===== config.mk =====
export PLATFORM = sky130hd
export DESIGN_NAME = id_stage_latched_flat
export DESIGN_NICKNAME = d
export VERILOG_FILES = /design/src/rtl/id_stage_latched_if.sv /design/src/rtl/id_stage_latched.sv /design/src/flat_wrapper.sv
export SDC_FILE = /design/constraint.sdc
export NUM_CORES = 2
export LEC_CHECK = 0
export ABC_AREA = 0
export BUFFER_PORTS_ARGS = -buffer_cell sky130_fd_sc_hd__buf_2
export CAP_MARGIN = 20
export CORE_MARGIN = 2
export CORE_UTILIZATION = 45
export DETAILED_ROUTE_END_ITERATION = 16
export PLACE_DENSITY = 0.7
export RECOVER_POWER = 100
export SYNTH_ARGS = -nofsm -noshare
export SYNTH_HDL_FRONTEND = slang
export SYNTH_SLANG_ARGS = --single-unit

===== constraint.sdc =====
create_clock -name clk -period 2 [get_ports clk]
set_input_delay 0 -clock clk [delete_from_list [all_inputs] [get_ports clk]]
set_output_delay 0 -clock clk [all_outputs]
set_load 0.01 [all_outputs]

===== src/rtl/id_stage_latched_if.sv =====
// Decode-stage bus: IF/ID decode inputs, WB-stage write ports and the
// ID/EX latch outputs, bundled so the stage and its environment agree on widths.
interface id_stage_latched_if #(
    parameter int XLEN   = 32,
    parameter int REG_AW = 5
);
    // decode side (from IF/ID and control)
    logic [31:0]       ir;
    logic              id_valid;
    logic              sys;
    logic              unsigned_imm;
    logic              reg_dst;
    logic              jr;
    logic              jal;
    logic              stall;
    logic              flush;

    // write-back side
    logic              wb_we;
    logic [REG_AW-1:0] wb_reg;
    logic [XLEN-1:0]   wb_data;
    logic              hi_we;
    logic [XLEN-1:0]   hi_wdata;
    logic              lo_we;
    logic [XLEN-1:0]   lo_wdata;

    // ID/EX latch
    logic              ex_valid;
    logic [XLEN-1:0]   ex_rd1;
    logic [XLEN-1:0]   ex_rd2;
    logic [XLEN-1:0]   ex_imm;
    logic [4:0]        ex_shamt;
    logic [REG_AW-1:0] ex_wbreg;
    logic [XLEN-1:0]   ex_hi;
    logic [XLEN-1:0]   ex_lo;
    logic [XLEN-1:0]   ex_jaddr;

    modport master (
        output ir, id_valid, sys, unsigned_imm, reg_dst, jr, jal, stall, flush,
        output wb_we, wb_reg, wb_data, hi_we, hi_wdata, lo_we, lo_wdata,
        input  ex_valid, ex_rd1, ex_rd2, ex_imm, ex_shamt, ex_wbreg,
        input  ex_hi, ex_lo, ex_jaddr
    );

    modport slave (
        input  ir, id_valid, sys, unsigned_imm, reg_dst, jr, jal, stall, flush,
        input  wb_we, wb_reg, wb_data, hi_we, hi_wdata, lo_we, lo_wdata,
        output ex_valid, ex_rd1, ex_rd2, ex_imm, ex_shamt, ex_wbreg,
        output ex_hi, ex_lo, ex_jaddr
    );
endinterface


===== src/rtl/id_stage_latched.sv =====
// MIPS decode stage: register file and HI/LO with write-first bypass,
// immediate extension, destination / jump-address selection and the
// ID/EX latch (flush beats stall beats load).
module id_stage_latched #(
    parameter int XLEN     = 32,  // >= 32
    parameter int REG_AW   = 5,
    parameter int SYS_R1   = 4,
    parameter int SYS_R2   = 2,
    parameter int LINK_REG = 31   // < 2**REG_AW
) (
    input  logic               clk,
    input  logic               rst_n,
    id_stage_latched_if.slave  bus
);
    localparam int NREG = 2 ** REG_AW;

    typedef logic [REG_AW-1:0] ra_t;

    typedef struct packed {
        logic            valid;
        logic [XLEN-1:0] rd1;
        logic [XLEN-1:0] rd2;
        logic [XLEN-1:0] imm;
        logic [4:0]      shamt;
        ra_t             wbreg;
        logic [XLEN-1:0] hi;
        logic [XLEN-1:0] lo;
        logic [XLEN-1:0] jaddr;
    } ex_t;

    // IR register fields are 5 bits; fit them to the register address width
    function automatic ra_t fit_reg(input logic [4:0] f);
        return ra_t'(f);
    endfunction

    logic [XLEN-1:0] regs [NREG];
    logic [XLEN-1:0] hi_q;
    logic [XLEN-1:0] lo_q;
    ex_t             ex_d;
    ex_t             ex_q;
    ra_t             r1;
    ra_t             r2;
    logic [XLEN-1:0] rd1;
    logic [XLEN-1:0] rd2;

    // opcode bits are decoded upstream into the control inputs
    logic unused_opcode;
    assign unused_opcode = ^bus.ir[31:26];

    assign r1 = bus.sys ? ra_t'(SYS_R1) : fit_reg(bus.ir[25:21]);
    assign r2 = bus.sys ? ra_t'(SYS_R2) : fit_reg(bus.ir[20:16]);

    // register array; entry 0 is never written so it stays at its reset value
    always_ff @(posedge clk or negedge rst_n) begin
        if (!rst_n) begin
            for (int i = 0; i < NREG; i++) regs[i] <= '0;
        end else if (bus.wb_we && bus.wb_reg != '0) begin
            regs[bus.wb_reg] <= bus.wb_data;
        end
    end

    // HI/LO update independently of stall/flush
    always_ff @(posedge clk or negedge rst_n) begin
        if (!rst_n) begin
            hi_q <= '0;
            lo_q <= '0;
        end else begin
            if (bus.hi_we) hi_q <= bus.hi_wdata;
            if (bus.lo_we) lo_q <= bus.lo_wdata;
        end
    end

    // read port 1: r0 is hard zero, otherwise write-first bypass
    always_comb begin
        rd1 = '0;
        if (r1 != '0) begin
            if (bus.wb_we && bus.wb_reg == r1) rd1 = bus.wb_data;
            else                               rd1 = regs[r1];
        end
    end

    // read port 2: same rules as port 1
    always_comb begin
        rd2 = '0;
        if (r2 != '0) begin
            if (bus.wb_we && bus.wb_reg == r2) rd2 = bus.wb_data;
            else                               rd2 = regs[r2];
        end
    end

    // next ID/EX contents; fields are built even for invalid instructions
    always_comb begin
        ex_d       = '0;
        ex_d.valid = bus.id_valid;
        ex_d.rd1   = rd1;
        ex_d.rd2   = rd2;
        ex_d.shamt = bus.ir[10:6];
        ex_d.hi    = bus.hi_we ? bus.hi_wdata : hi_q;
        ex_d.lo    = bus.lo_we ? bus.lo_wdata : lo_q;
        if (bus.unsigned_imm) ex_d.imm = XLEN'(bus.ir[15:0]);
        else                  ex_d.imm = {{(XLEN-16){bus.ir[15]}}, bus.ir[15:0]};
        if (bus.jal)          ex_d.wbreg = ra_t'(LINK_REG);
        else if (bus.reg_dst) ex_d.wbreg = fit_reg(bus.ir[15:11]);
        else                  ex_d.wbreg = fit_reg(bus.ir[20:16]);
        ex_d.jaddr = bus.jr ? rd1 : XLEN'(bus.ir[25:0]);
    end

    // ID/EX latch: a held latch keeps its captured (bypassed) operands;
    // later writes to those sources are handled by EX forwarding
    always_ff @(posedge clk or negedge rst_n) begin
        if (!rst_n)          ex_q <= '0;
        else if (bus.flush)  ex_q <= '0;
        else if (!bus.stall) ex_q <= ex_d;
    end

    assign bus.ex_valid = ex_q.valid;
    assign bus.ex_rd1   = ex_q.rd1;
    assign bus.ex_rd2   = ex_q.rd2;
    assign bus.ex_imm   = ex_q.imm;
    assign bus.ex_shamt = ex_q.shamt;
    assign bus.ex_wbreg = ex_q.wbreg;
    assign bus.ex_hi    = ex_q.hi;
    assign bus.ex_lo    = ex_q.lo;
    assign bus.ex_jaddr = ex_q.jaddr;

endmodule

===== src/flat_wrapper.sv =====
// flat-port wrapper written by rule: the top's interface ports become plain ports
module id_stage_latched_flat 
#(
    parameter int XLEN     = 32,          
    parameter int REG_AW   = 5,
    parameter int SYS_R1   = 4,
    parameter int SYS_R2   = 2,
    parameter int LINK_REG = 31                 
)
  (clk, rst_n, bus_ir, bus_id_valid, bus_sys, bus_unsigned_imm, bus_reg_dst, bus_jr, bus_jal, bus_stall, bus_flush, bus_wb_we, bus_wb_reg, bus_wb_data, bus_hi_we, bus_hi_wdata, bus_lo_we, bus_lo_wdata, bus_ex_valid, bus_ex_rd1, bus_ex_rd2, bus_ex_imm, bus_ex_shamt, bus_ex_wbreg, bus_ex_hi, bus_ex_lo, bus_ex_jaddr);
  id_stage_latched_if #(.XLEN(XLEN), .REG_AW(REG_AW)) bus_i ();
  input  logic clk;
  input  logic rst_n;
  input wire logic [$bits(bus_i.ir)-1:0] bus_ir;
  input wire logic [$bits(bus_i.id_valid)-1:0] bus_id_valid;
  input wire logic [$bits(bus_i.sys)-1:0] bus_sys;
  input wire logic [$bits(bus_i.unsigned_imm)-1:0] bus_unsigned_imm;
  input wire logic [$bits(bus_i.reg_dst)-1:0] bus_reg_dst;
  input wire logic [$bits(bus_i.jr)-1:0] bus_jr;
  input wire logic [$bits(bus_i.jal)-1:0] bus_jal;
  input wire logic [$bits(bus_i.stall)-1:0] bus_stall;
  input wire logic [$bits(bus_i.flush)-1:0] bus_flush;
  input wire logic [$bits(bus_i.wb_we)-1:0] bus_wb_we;
  input wire logic [$bits(bus_i.wb_reg)-1:0] bus_wb_reg;
  input wire logic [$bits(bus_i.wb_data)-1:0] bus_wb_data;
  input wire logic [$bits(bus_i.hi_we)-1:0] bus_hi_we;
  input wire logic [$bits(bus_i.hi_wdata)-1:0] bus_hi_wdata;
  input wire logic [$bits(bus_i.lo_we)-1:0] bus_lo_we;
  input wire logic [$bits(bus_i.lo_wdata)-1:0] bus_lo_wdata;
  output wire logic [$bits(bus_i.ex_valid)-1:0] bus_ex_valid;
  output wire logic [$bits(bus_i.ex_rd1)-1:0] bus_ex_rd1;
  output wire logic [$bits(bus_i.ex_rd2)-1:0] bus_ex_rd2;
  output wire logic [$bits(bus_i.ex_imm)-1:0] bus_ex_imm;
  output wire logic [$bits(bus_i.ex_shamt)-1:0] bus_ex_shamt;
  output wire logic [$bits(bus_i.ex_wbreg)-1:0] bus_ex_wbreg;
  output wire logic [$bits(bus_i.ex_hi)-1:0] bus_ex_hi;
  output wire logic [$bits(bus_i.ex_lo)-1:0] bus_ex_lo;
  output wire logic [$bits(bus_i.ex_jaddr)-1:0] bus_ex_jaddr;
  assign bus_i.ir = bus_ir;
  assign bus_i.id_valid = bus_id_valid;
  assign bus_i.sys = bus_sys;
  assign bus_i.unsigned_imm = bus_unsigned_imm;
  assign bus_i.reg_dst = bus_reg_dst;
  assign bus_i.jr = bus_jr;
  assign bus_i.jal = bus_jal;
  assign bus_i.stall = bus_stall;
  assign bus_i.flush = bus_flush;
  assign bus_i.wb_we = bus_wb_we;
  assign bus_i.wb_reg = bus_wb_reg;
  assign bus_i.wb_data = bus_wb_data;
  assign bus_i.hi_we = bus_hi_we;
  assign bus_i.hi_wdata = bus_hi_wdata;
  assign bus_i.lo_we = bus_lo_we;
  assign bus_i.lo_wdata = bus_lo_wdata;
  assign bus_ex_valid = bus_i.ex_valid;
  assign bus_ex_rd1 = bus_i.ex_rd1;
  assign bus_ex_rd2 = bus_i.ex_rd2;
  assign bus_ex_imm = bus_i.ex_imm;
  assign bus_ex_shamt = bus_i.ex_shamt;
  assign bus_ex_wbreg = bus_i.ex_wbreg;
  assign bus_ex_hi = bus_i.ex_hi;
  assign bus_ex_lo = bus_i.ex_lo;
  assign bus_ex_jaddr = bus_i.ex_jaddr;
  id_stage_latched #(.XLEN(XLEN), .REG_AW(REG_AW), .SYS_R1(SYS_R1), .SYS_R2(SYS_R2), .LINK_REG(LINK_REG)) u_core (.clk(clk), .rst_n(rst_n), .bus(bus_i));
endmodule

==> results.txt <==
Die area - 153300 um^2
Final Cycle Share - 1.099
EDFF count, synth - 0
Initial antenna violation count - 22
Worst EP arrival - 2860 ps
Avg Cell Area, Syn - 11.75 um^2
Fraction of the yosys area taken by sequential cells - 0.4705
Critical path peak fanout - 13
Final Cell Area - 83670 um^2
Ys async rst share - 1.000
Clk pwr share - 0.350
Worst setup path startpoint - bus_wb_reg[2]
Post-DP HPWL - 183000 um
Crit start category - input pin
Clock Skew - 26.78 ps
FF-to-FF Start - u_core.regs[221]$_DFFE_PN0P_
CTS H-tree depth - 4
PortBufs - 342
Max cap viols - 0
Hold Crit Endpoint - u_core.bus.ex_jaddr[1]$_DFFE_PN0P_
1st-pass router iterations - 8
Failing checks - negative setup slack
Layout area overhead - 23.77%
Leakage - 36.98 nW
Yosys reg bits - 1271
VDD IR max - 0.8789 mV
WP data required - 2660 ps
Skew-Pair Late Insertion Delay - 800 ps
Fraction of layout cells with a size suffix above 1 - 0.3757
Core area - 149400 um^2
Area occupied by multi-input gates - 33810 um^2
Via Count - 57508
Reg clk slew, reported paths - 60 ps
Main synth FF type - dfrtp_1
Final worst setup slack - -198.0 ps
Initial DRC count - 6615
Global-route wire length before repair - 399500 um
Depth of the worst register-to-register path - 7
Layout Nets - 6713
GRT Residual Overflow - 0
Post-Place Worst Slack - -720.2 ps
Power per standard cell area - 925.9 nW/um^2
All-layer global routing usage - 0.3551
Setup tns final - -5668 ps
Post-Syn Nets - 5899
Final setup fails - 83
Seq pwr share - 0.433
Switch share - 0.2949
R2r setup slk - -190 ps
Crit end category - register
WL final - 279000 um
Worst hold path depth - 4
Distinct cell type count after synthesis - 76
Reg2reg end - u_core.bus.ex_rd1[29]$_DFFE_PN0P_
CTS Buf Count - 135
Worst Hold Class - input pin to register
Hold slack final - 32.61 ps
DIE WIDTH - 391.6 um
Max Clk Rate - 455.0 MHz
Placed cell area - 76880 um^2
# IOs - 349
Status - finished, violations left
Comb pwr share - 0.218
CTS sink cnt - 1271
Int Pwr - 54.62 mW
Synth warn - 0
Die Y - 391.6 um
Mapped cell area - 67600 um^2
Rows - 142
Fill cells - 12159
Routed len/inst - 32.05 um
Post-Syn Instances - 5753
CTS tree - yes
Vias in the first global route - 57445
# DRC - 0
Starting density of the core - 0.4524
DR vias/cell - 6.606
Root Driver - clkbuf_16
Slew Viols, Final - 0
Fin crit period - 2198 ps
Net load switching power - 22.85 mW
Min-delay src - bus_ir[1]
Clock Tree Buf Depth - 3
GPL Wtd Cong - 0.9725
Fin util - 0.5600
Slew @ Worst Pin - 1178 ps
Pin count of the biggest net entering global routing - 109
Unrepaired setup endpoints after global routing - yes
Kind of critical path - input pin to register
Final ANT Viol Nets - 0
Final Hold Violating Endpoints - 0
Register area - 31810 um^2
Relative slew slack - 0.2146
[state kept, by name (all words and copies together), names as in the netlist, 5 cells and up]
signal / flops
u_core.hi_q: 32
u_core.bus.ex_hi: 32
u_core.bus.ex_rd1: 32
u_core.lo_q: 32
u_core.bus.ex_wbreg: 5
u_core.bus.ex_imm: 13
u_core.bus.ex_rd2: 32
u_core.bus.ex_jaddr: 32
u_core.regs: 1024
u_core.bus.ex_lo: 32
[timing repair]
| action | in CTS | in global routing |
|---|---|---|
| pin swaps | 38 | 53 |
| setup buffers | 7 | 8 |
| cloned | 0 | 1 |
| hold endpoints to repair | 2426 | 0 |
| hold buffers | 257 | 0 |
| endpoints found under the setup margin | 43 | 62 |
| gates resized for setup | 59 | 80 |
[Yosys cell counts, types with 104 or more instances]
master       n  area share
clkbuf_1   349       0.019
buf_2      154       0.011
nand2_1    259       0.014
mux2_2    1287        0.21
nor2_1     175      0.0097
o22ai_1    104      0.0096
a21oi_1    154       0.011
a22oi_1    137       0.015
mux2i_1    444       0.066
nor2b_1    117       0.011
o21ai_0    173       0.013
a221oi_1   104       0.013
dfrtp_1   1271        0.47
[routing by layer]
layer	GRT usage	vias to the layer above	share of wire
li1	-	23049	-
met1	0.4410	29226	0.37
met2	0.5355	4060	0.43
met3	0.1069	1165	0.12
met4	0.2345	8	0.078
met5	0	-	0.00016
[worst max-delay path, cell delays in order]
cell and delay, ps:
dlygate4sd3_1 540, buf_2 120, clkbuf_2 310, nand4b_1 290
clkbuf_1 140, nor2_1 530, buf_4 500, mux2_2 390
[how the worst max path moves through the flow]
stage	end	slack [ps]
2_1_floorplan	u_core.bus.ex_jaddr[27]$_DFFE_PN0P_	130
3_3_place_gp	u_core.bus.ex_jaddr[8]$_DFFE_PN0P_	-730
3_5_place_dp	u_core.bus.ex_jaddr[7]$_DFFE_PN0P_	-720
4_1_cts	u_core.bus.ex_rd1[29]$_DFFE_PN0P_	-170
5_1_grt	u_core.bus.ex_rd1[29]$_DFFE_PN0P_	-200
6_report	u_core.regs[166]$_DFFE_PN0P_	-200
[cells by family after synthesis]
family                 count (synthesis)  share of synthesized area
AO/OA/AOI/OAI                       1144                     0.1201
XOR/XNOR                               6                  0.0007773
flip-flops                          1271                     0.4705
multiplexers                        1797                     0.3008
buffers and inverters                640                    0.04185
AND/OR/NAND/NOR                      895                    0.06605
[through the flow]
stage          cells  power, mW
5_1_grt         8692      79.90
4_1_cts         8679      76.77
2_1_floorplan   5753      42.71
6_report        8705      77.47
3_3_place_gp    8177      48.56
3_5_place_dp    8178      49.25
[placed cells by master, fill, tap and decap left out, drive strengths merged, types with 33 or more instances in the layout]
master	n
nand2b	57
o211ai	51
mux2	1295
nor3	93
a211oi	57
a22o	35
o31ai	36
o22ai	104
o21ai	190
dlygate4sd3	256
a21oi	154
buf	757
mux4	58
dfrtp	1271
a221oi	106
a22oi	137
nor2	177
nand2	259
nand3b	47
nand3	41
mux2i	444
a21o	33
nor2b	117
o2bb2ai	40
clkbuf	492
[layout make-up]
class,instances,area share
diodes,17,0.0005084
multi-input cells,3842,0.4041
repair buffers,1310,0.1285
clock buffers,195,0.04867
clock inverters,47,0.007641
inverters,7,0.0003140
well taps,2016,0.03015
flip-flops and latches,1271,0.3801
[power by group through the flow]
stage | combinational, mW | sequential [mW] | clock (mW)
after floorplan | 9.99 | 32.7 | 0
after global placement | 15.2 | 33.4 | 0
after detailed placement | 15.6 | 33.7 | 0
after CTS | 16.4 | 33.2 | 27.1
after global routing | 17.8 | 33.9 | 28.2
final | 16.9 | 33.5 | 27.1
(Power assumes the default switching activity.)
